===== config.mk =====
export PLATFORM = sky130hd
export DESIGN_NAME = btn_debounce_pulse
export DESIGN_NICKNAME = d
export VERILOG_FILES = /design/src/rtl/btn_debounce_pulse.sv
export SDC_FILE = /design/constraint.sdc
export NUM_CORES = 1
export LEC_CHECK = 0
export ABC_AREA = 0
export BUFFER_PORTS_ARGS = -buffer_cell sky130_fd_sc_hd__buf_2
export CAP_MARGIN = 5
export CORE_ASPECT_RATIO = 0.7
export CORE_UTILIZATION = 50
export CTS_BUF_LIST = sky130_fd_sc_hd__clkbuf_2 sky130_fd_sc_hd__clkbuf_4 sky130_fd_sc_hd__clkbuf_8
export CTS_CLUSTER_DIAMETER = 80
export DETAILED_ROUTE_END_ITERATION = 12
export GPL_ROUTABILITY_DRIVEN = 0
export PLACE_DENSITY = 0.77
export SKIP_CTS_REPAIR_TIMING = 1
export SLEW_MARGIN = 5
export SYNTH_ARGS = -nofsm -noshare
export SYNTH_HDL_FRONTEND = slang
export SYNTH_SLANG_ARGS = --single-unit

===== constraint.sdc =====
create_clock -name clk -period 1.7 [get_ports clk]
set_input_delay 0.085 -clock clk [delete_from_list [all_inputs] [get_ports clk]]
set_output_delay 0.085 -clock clk [all_outputs]
set_load 0.01 [all_outputs]

===== src/rtl/btn_debounce_pulse.sv =====
// Purpose: push-button conditioner; 2-flop synchronizer, debounce FSM with a
//          stability timer, and optional auto-repeat. Emits one-cycle pulses.
// Latency: press/release accepted STABLE_CYCLES+2 edges after a stable input.
// Backpressure: none; pulse is a fire-and-forget strobe (at most 1 per 2 cycles).
//
// Ports:
//   clk       - system clock, rising edge
//   rst       - asynchronous active-high reset
//   btn_in    - raw asynchronous button (1 = pressed)
//   repeat_en - synchronous enable for auto-repeat while held
//   pulse     - registered one-cycle count-enable strobe
//   level     - registered debounced button state
//   busy      - registered, high while debouncing (DEB_PRESS / DEB_RELEASE)
//   state     - FSM state for debug: IDLE=0, DEB_PRESS=1, HELD=2, DEB_RELEASE=3
module btn_debounce_pulse #(
    parameter int STABLE_CYCLES = 4,
    parameter int REPEAT_CYCLES = 8,
    parameter int TMR_W         = 8
) (
    input  logic       clk,
    input  logic       rst,
    input  logic       btn_in,
    input  logic       repeat_en,
    output logic       pulse,
    output logic       level,
    output logic       busy,
    output logic [1:0] state
);

    typedef enum logic [1:0] {
        IDLE        = 2'd0,
        DEB_PRESS   = 2'd1,
        HELD        = 2'd2,
        DEB_RELEASE = 2'd3
    } state_t;

    localparam logic [TMR_W-1:0] STB_LAST = TMR_W'(STABLE_CYCLES - 1);
    localparam logic [TMR_W-1:0] RPT_LAST = TMR_W'(REPEAT_CYCLES - 1);
    localparam logic [TMR_W-1:0] TMR_ONE  = TMR_W'(1);

    logic             r_s1;
    logic             r_s2;
    state_t           r_state;
    logic [TMR_W-1:0] r_tmr;
    logic [TMR_W-1:0] r_rpt;
    logic             r_pulse;
    logic             r_level;
    logic             r_busy;

    state_t           w_state_nxt;
    logic [TMR_W-1:0] w_tmr_nxt;
    logic [TMR_W-1:0] w_rpt_nxt;
    logic             w_pulse_nxt;
    logic             w_level_nxt;
    logic             w_busy_nxt;

    // Synchronizer; only r_s2 is safe to use in the FSM.
    always_ff @(posedge clk or posedge rst) begin
        if (rst) begin
            r_s1 <= 1'b0;
            r_s2 <= 1'b0;
        end else begin
            r_s1 <= btn_in;
            r_s2 <= r_s1;
        end
    end

    // State, timers and registered outputs.
    always_ff @(posedge clk or posedge rst) begin
        if (rst) begin
            r_state <= IDLE;
            r_tmr   <= '0;
            r_rpt   <= '0;
            r_pulse <= 1'b0;
            r_level <= 1'b0;
            r_busy  <= 1'b0;
        end else begin
            r_state <= w_state_nxt;
            r_tmr   <= w_tmr_nxt;
            r_rpt   <= w_rpt_nxt;
            r_pulse <= w_pulse_nxt;
            r_level <= w_level_nxt;
            r_busy  <= w_busy_nxt;
        end
    end

    // Next state and timers. The stability timer counts consecutive cycles of
    // the candidate level; any disagreement drops back to the settled state.
    always_comb begin
        w_state_nxt = r_state;
        w_tmr_nxt   = r_tmr;
        w_rpt_nxt   = r_rpt;
        case (r_state)
            IDLE: begin
                w_rpt_nxt = '0;
                if (r_s2) begin
                    w_state_nxt = DEB_PRESS;
                    w_tmr_nxt   = TMR_ONE;
                end else begin
                    w_tmr_nxt   = '0;
                end
            end
            DEB_PRESS: begin
                w_rpt_nxt = '0;
                if (!r_s2) begin
                    w_state_nxt = IDLE;
                    w_tmr_nxt   = '0;
                end else if (r_tmr == STB_LAST) begin
                    w_state_nxt = HELD;
                    w_tmr_nxt   = '0;
                end else begin
                    w_tmr_nxt   = r_tmr + TMR_ONE;
                end
            end
            HELD: begin
                w_tmr_nxt = '0;
                if (!r_s2) begin
                    w_state_nxt = DEB_RELEASE;
                    w_tmr_nxt   = TMR_ONE;
                    w_rpt_nxt   = '0;
                end else if (repeat_en) begin
                    // Terminal compare wraps to 0 so the timer never overflows.
                    w_rpt_nxt = (r_rpt == RPT_LAST) ? '0 : r_rpt + TMR_ONE;
                end else begin
                    w_rpt_nxt = '0;
                end
            end
            DEB_RELEASE: begin
                w_rpt_nxt = '0;
                if (r_s2) begin
                    w_state_nxt = HELD;
                    w_tmr_nxt   = '0;
                end else if (r_tmr == STB_LAST) begin
                    w_state_nxt = IDLE;
                    w_tmr_nxt   = '0;
                end else begin
                    w_tmr_nxt   = r_tmr + TMR_ONE;
                end
            end
            default: begin
                w_state_nxt = IDLE;
                w_tmr_nxt   = '0;
                w_rpt_nxt   = '0;
            end
        endcase
    end

    // Output decode; level only moves on an accepted press or release.
    always_comb begin
        w_pulse_nxt = 1'b0;
        w_level_nxt = r_level;
        case (r_state)
            DEB_PRESS: begin
                if (r_s2 && (r_tmr == STB_LAST)) begin
                    w_pulse_nxt = 1'b1;
                    w_level_nxt = 1'b1;
                end
            end
            HELD: begin
                if (r_s2 && repeat_en && (r_rpt == RPT_LAST)) begin
                    w_pulse_nxt = 1'b1;
                end
            end
            DEB_RELEASE: begin
                if (!r_s2 && (r_tmr == STB_LAST)) begin
                    w_level_nxt = 1'b0;
                end
            end
            default: begin
                w_pulse_nxt = 1'b0;
            end
        endcase
        w_busy_nxt = (w_state_nxt == DEB_PRESS) || (w_state_nxt == DEB_RELEASE);
    end

    assign pulse = r_pulse;
    assign level = r_level;
    assign busy  = r_busy;
    assign state = r_state;

endmodule


==> Word level (Yosys, flattened, before mapping) <==
Cells that the tools add are included.
{ "classes": {"n_bitwise": 0, "multipliers": 0, "order_cmp": 0, "mux": 23, "n_reduce_logical": 10, "n_div": 0, "shift": 0, "n_eq_ne": 9, "addsub": 2} }
{ "ops": {"columns": ["op", "n"], "rows": [
  ["$mux W8", 6],
  ["$pmux W8 S4", 1],
  ["$add A8 B1 Y8 const B", 2],
  ["$pmux W8 S2", 1],
  ["$mux W2", 6],
  ["$eq A8 B2 Y1 const B", 1],
  ["$eq A8 B3 Y1 const B", 1],
  ["$pmux W2 S4", 1],
  ["$eq A2 B2 Y1 const B", 3],
  ["$mux W1", 6],
  ["$eq A2 B1 Y1 const B", 2],
  ["$logic_and A1 B1 Y1", 4],
  ["$ne A2 B2 Y1 const B", 2],
  ["$pmux W1 S2", 2],
  ["$reduce_and A3 Y1", 1],
  ["$reduce_or A3 Y1", 1],
  ["$logic_not A2 Y1", 1],
  ["$reduce_bool A2 Y1", 1],
  ["$logic_not A1 Y1", 1],
  ["$logic_or A1 B1 Y1", 1]
]} }
{ "totals": {"wordCells": 52, "latchBits": 0, "rom_bits": 0, "output_inout_bits": 5, "n_memories": 0, "mem_bits_rw": 0, "register_bits": 23} }

==> Logic depth before layout (Yosys ltp) <==
{ "logic_depth": {"depth_word": 6, "mapped_depth": 5} }

==> Worst setup path after synthesis <==
Ideal clock, no wire load.
{ "synth_path": {"path_kind": "register to register", "start": "reg r_rpt[4]", "end": "reg r_pulse (netlist: pulse)", "path_buffers": 0, "setup_time_ps": 78, "required_time_ps": 1622, "setup_slack_ps": 89, "path_stages_with_launch": 4, "synth_period_minus_slack_ps": 1611, "t_arrival_ps": 1534, "path_cell_list": "dfrtp_1 > or4_4 > or4_1 > a21boi_1"} }
{ "synth_via": {"elab_chain_cells": 4} }
{ "synth_lines": {"columns": ["element", "line", "text"], "rows": [
  ["start: declaration", "45", "logic [TMR_W-1:0] r_rpt;"],
  ["start signal: assignment", "80", "r_rpt <= w_rpt_nxt;"],
  ["$eq A8 B3 Y1", "160", "if (r_s2 && repeat_en && (r_rpt == RPT_LAST)) begin"],
  ["$logic_and A1 B1 Y1", "160", null],
  ["$mux W1", "160", null],
  ["$pmux W1 S2", "152", "case (r_state)"],
  ["via w_pulse_nxt", "53", "logic w_pulse_nxt;"],
  ["end signal: assignment", "81", "r_pulse <= w_pulse_nxt;"],
  ["end: declaration", "46", "logic r_pulse;"]
]} }
The timed path passes the listed nets, and every way through them passes these cells.
A chain may end at the register's enable or synchronous reset.

==> Final worst setup path <==
{ "layout_path": {"start": "reg r_rpt[5]", "end": "reg r_pulse (netlist: pulse)"} }
The elaborated chain is that of the path after synthesis.

==> reports/results.ini <==
[global_routing]
grt_usage_pct=20.03
groute.layer.met2.usage_pct=30.00
grt_max_degree=24
grt_overflow_total=0
grt_pass1_wl_um=3670
grt-busiest-layer=met2
grt_antenna_before_repair=0
grt_util_met3_pct=5.607
first_global_vias=824
met1_usage_pct=28.89

[drt]
vias_per_cell=5.627
remaining_drc_errors=0
wl_um=2115
antenna_left=0
dr.pass1.iters=4
vias=889
drt_iter0_markers=42
wl_per_cell_um=13.39

[yosys]
synth_area_leader_cell=dfrtp_1
synth_simple_gate_area_share_pct=18.47
synthCells=109
ys_ff_latch=23
ys.flop_type=dfrtp_1
async_flop_share_pct=100.0
yosys.area.top_type_share_pct=50.88
muxShareOfSynthArea_pct=0.8850
synth_nets=119
syn-cell-area_um2=1131
synth_compound_area_share_pct=15.82
ys_seq_area_share_pct=50.88
synth_edf_count=0
avgSynthCellArea_um2=10.38
synthTopCellsByArea=dfrtp_1 51%, ha_1 6.6%, or3_1 3.3%, a21oi_1 3.1%, o21ai_0 3.1%
synth_fa_ha_area_share_pct=6.637
synth_cell_types=30
synth_top_family_by_area=simple AND/OR/NAND/NOR gates
ys_warn_count=0
synth-xor-area-share_pct=4.646

[timing]
tightest_slew_ns=0.3366
rsz0062_at_grt=no
tns_ns=0
skew_ns=0.004132
final.setup.worst_slack_ns=0.04932
relSlewSlack_pct=77.39
whs_ns=0.09987
hold_viol_final=0
period_minus_slack_ns=1.651
finalSetupViolations=0
drv_slew=0
fmax_ghz=0.6058
fin_crit_sh_pct=97.10

[cts]
cts_buffer_depth=2
cts_tree=built
clock_sinks=23
cts.htree.levels=1
clk_pin_slew_ns=0.13
clock_latency_ns=0.31
cts_root_buffer=clkbuf_4
numCtsBuffers=3

[layout]
syn2layout_area_growth_pct=15.93
antennaDiodeCount=0
layout-drive-gt1-share_pct=17.19
final_area_um2=1311
nets=139

[power]
finalPower_mw=1.171
p_leak_nw=0.5755
power_density_nw_per_um2=893.4
peakVddDrop_mv=0.5231

[floorplanning]
io_pins=9
die_w_um=58.85
coreArea_um2=1984
dieArea_um2=2459
die-height_um=41.80
std_cell_rows=13
start_util_pct=57.00

[worst_setup_path]
start_kind=flop
r2r_slack_ns=0.05
critPathKind=reg -> reg
cp-end-kind=flop
worstPathMaxFanout=5
cp_data_arrival_time_ns=1.90
cp.required_ns=1.95

[placed_design]
hpwl_um=1574
placed_area_um2=1250
port_buffers=8
preCtsSetupSlack_ns=0.07656

[hold_path]
hp-class=in -> reg

[job]
maxCapViolCount=0

[status]
status=complete, no violations

-- routing by layer --
| layer | vias to the layer above | wire length [um] |
|---|---|---|
| li1 | 436 | - |
| met1 | 428 | 1074 |
| met2 | 23 | 902 |
| met3 | 2 | 125 |
| met4 | 0 | 13 |
| met5 | - | 0 |
-- area by class of cell --
cell class	instances	area [um^2]
clock buffers	3	22.52
clock inverters	1	7.507
fillers	157	673.1
inverters	7	26.28
repair buffers	16	105.1
multi-input cells	78	536.8
flip-flops and latches	23	575.6
well taps	30	37.54
-- sequential cells by signal (all words and copies together), names as in the netlist --
register  flops
r_rpt         8
r_tmr         8
state         2
busy          1
level         1
pulse         1
r_s1          1
r_s2          1
-- synth_stat cells, drive strengths merged (2+ instances only) --
cell type and count:
and3 2, or4 2, xor2 4, dfrtp 23, or3 6, o32a 2, nand2 6, nand4 3
a31oi 3, inv 7, ha 6, o21ai 7, a21oi 7, a211o 2, xnor2 2, nand3 6
nor2 9
-- power by group --
part           switching, mW  internal, mW  leakage (nW)
clock network          0.165        0.0897        0.0139
logic                  0.156         0.123         0.250
registers             0.0426         0.595         0.311
-- logic make-up (layout without fill, tap and decap cells) --
kind of cell             Yosys count  after routing
XOR/XNOR                           6              6
flip-flops                        23             23
buffers and inverters              8             27
AND/OR/NAND/NOR                   38             38
multiplexers                       1              1
AO/OA/AOI/OAI                     27             27
adder cells (fa/ha/maj)            6              6
-- critical path, stage by stage (launching register included) --
cell      delay (ns)
dfrtp_1         0.43
or4_4           0.53
or4_1           0.48
a21boi_1        0.15
-- path summary, 6_finish.rpt --
check                                from        to  cells past startpoint
worst max-delay path             r_rpt[5]     pulse                      3
worst max register to register   r_rpt[5]     pulse                      3
worst min-delay path            repeat_en  r_rpt[2]                      3
min in group asynchronous             rst  r_tmr[1]                      4
worst min register to register       r_s1      r_s2                      0
max in group asynchronous             rst  state[0]                      4
-- stage by stage --
step / cells / util (%)
after CTS: 156 / 64.50
after detailed placement: 152 / 62.99
after global routing: 158 / 66.08
after global placement: 152 / 62.99
after floorplan: 109 / -
final: 158 / 66.08
-- cells in the final DEF, fill, tap and decap left out, drive strengths merged, types with 2 or more instances in the layout --
master       count
a211o            2
buf             14
o21ai            7
nand2            6
and3             2
a31oi            3
dfrtp           23
clkbuf           3
nand4            3
xnor2            2
o32a             2
or4              2
ha               6
nor2             9
inv              7
dlygate4sd3      2
a21oi            7
xor2             4
or3              6
nand3            6
Power figures use the tool's default switching activity.
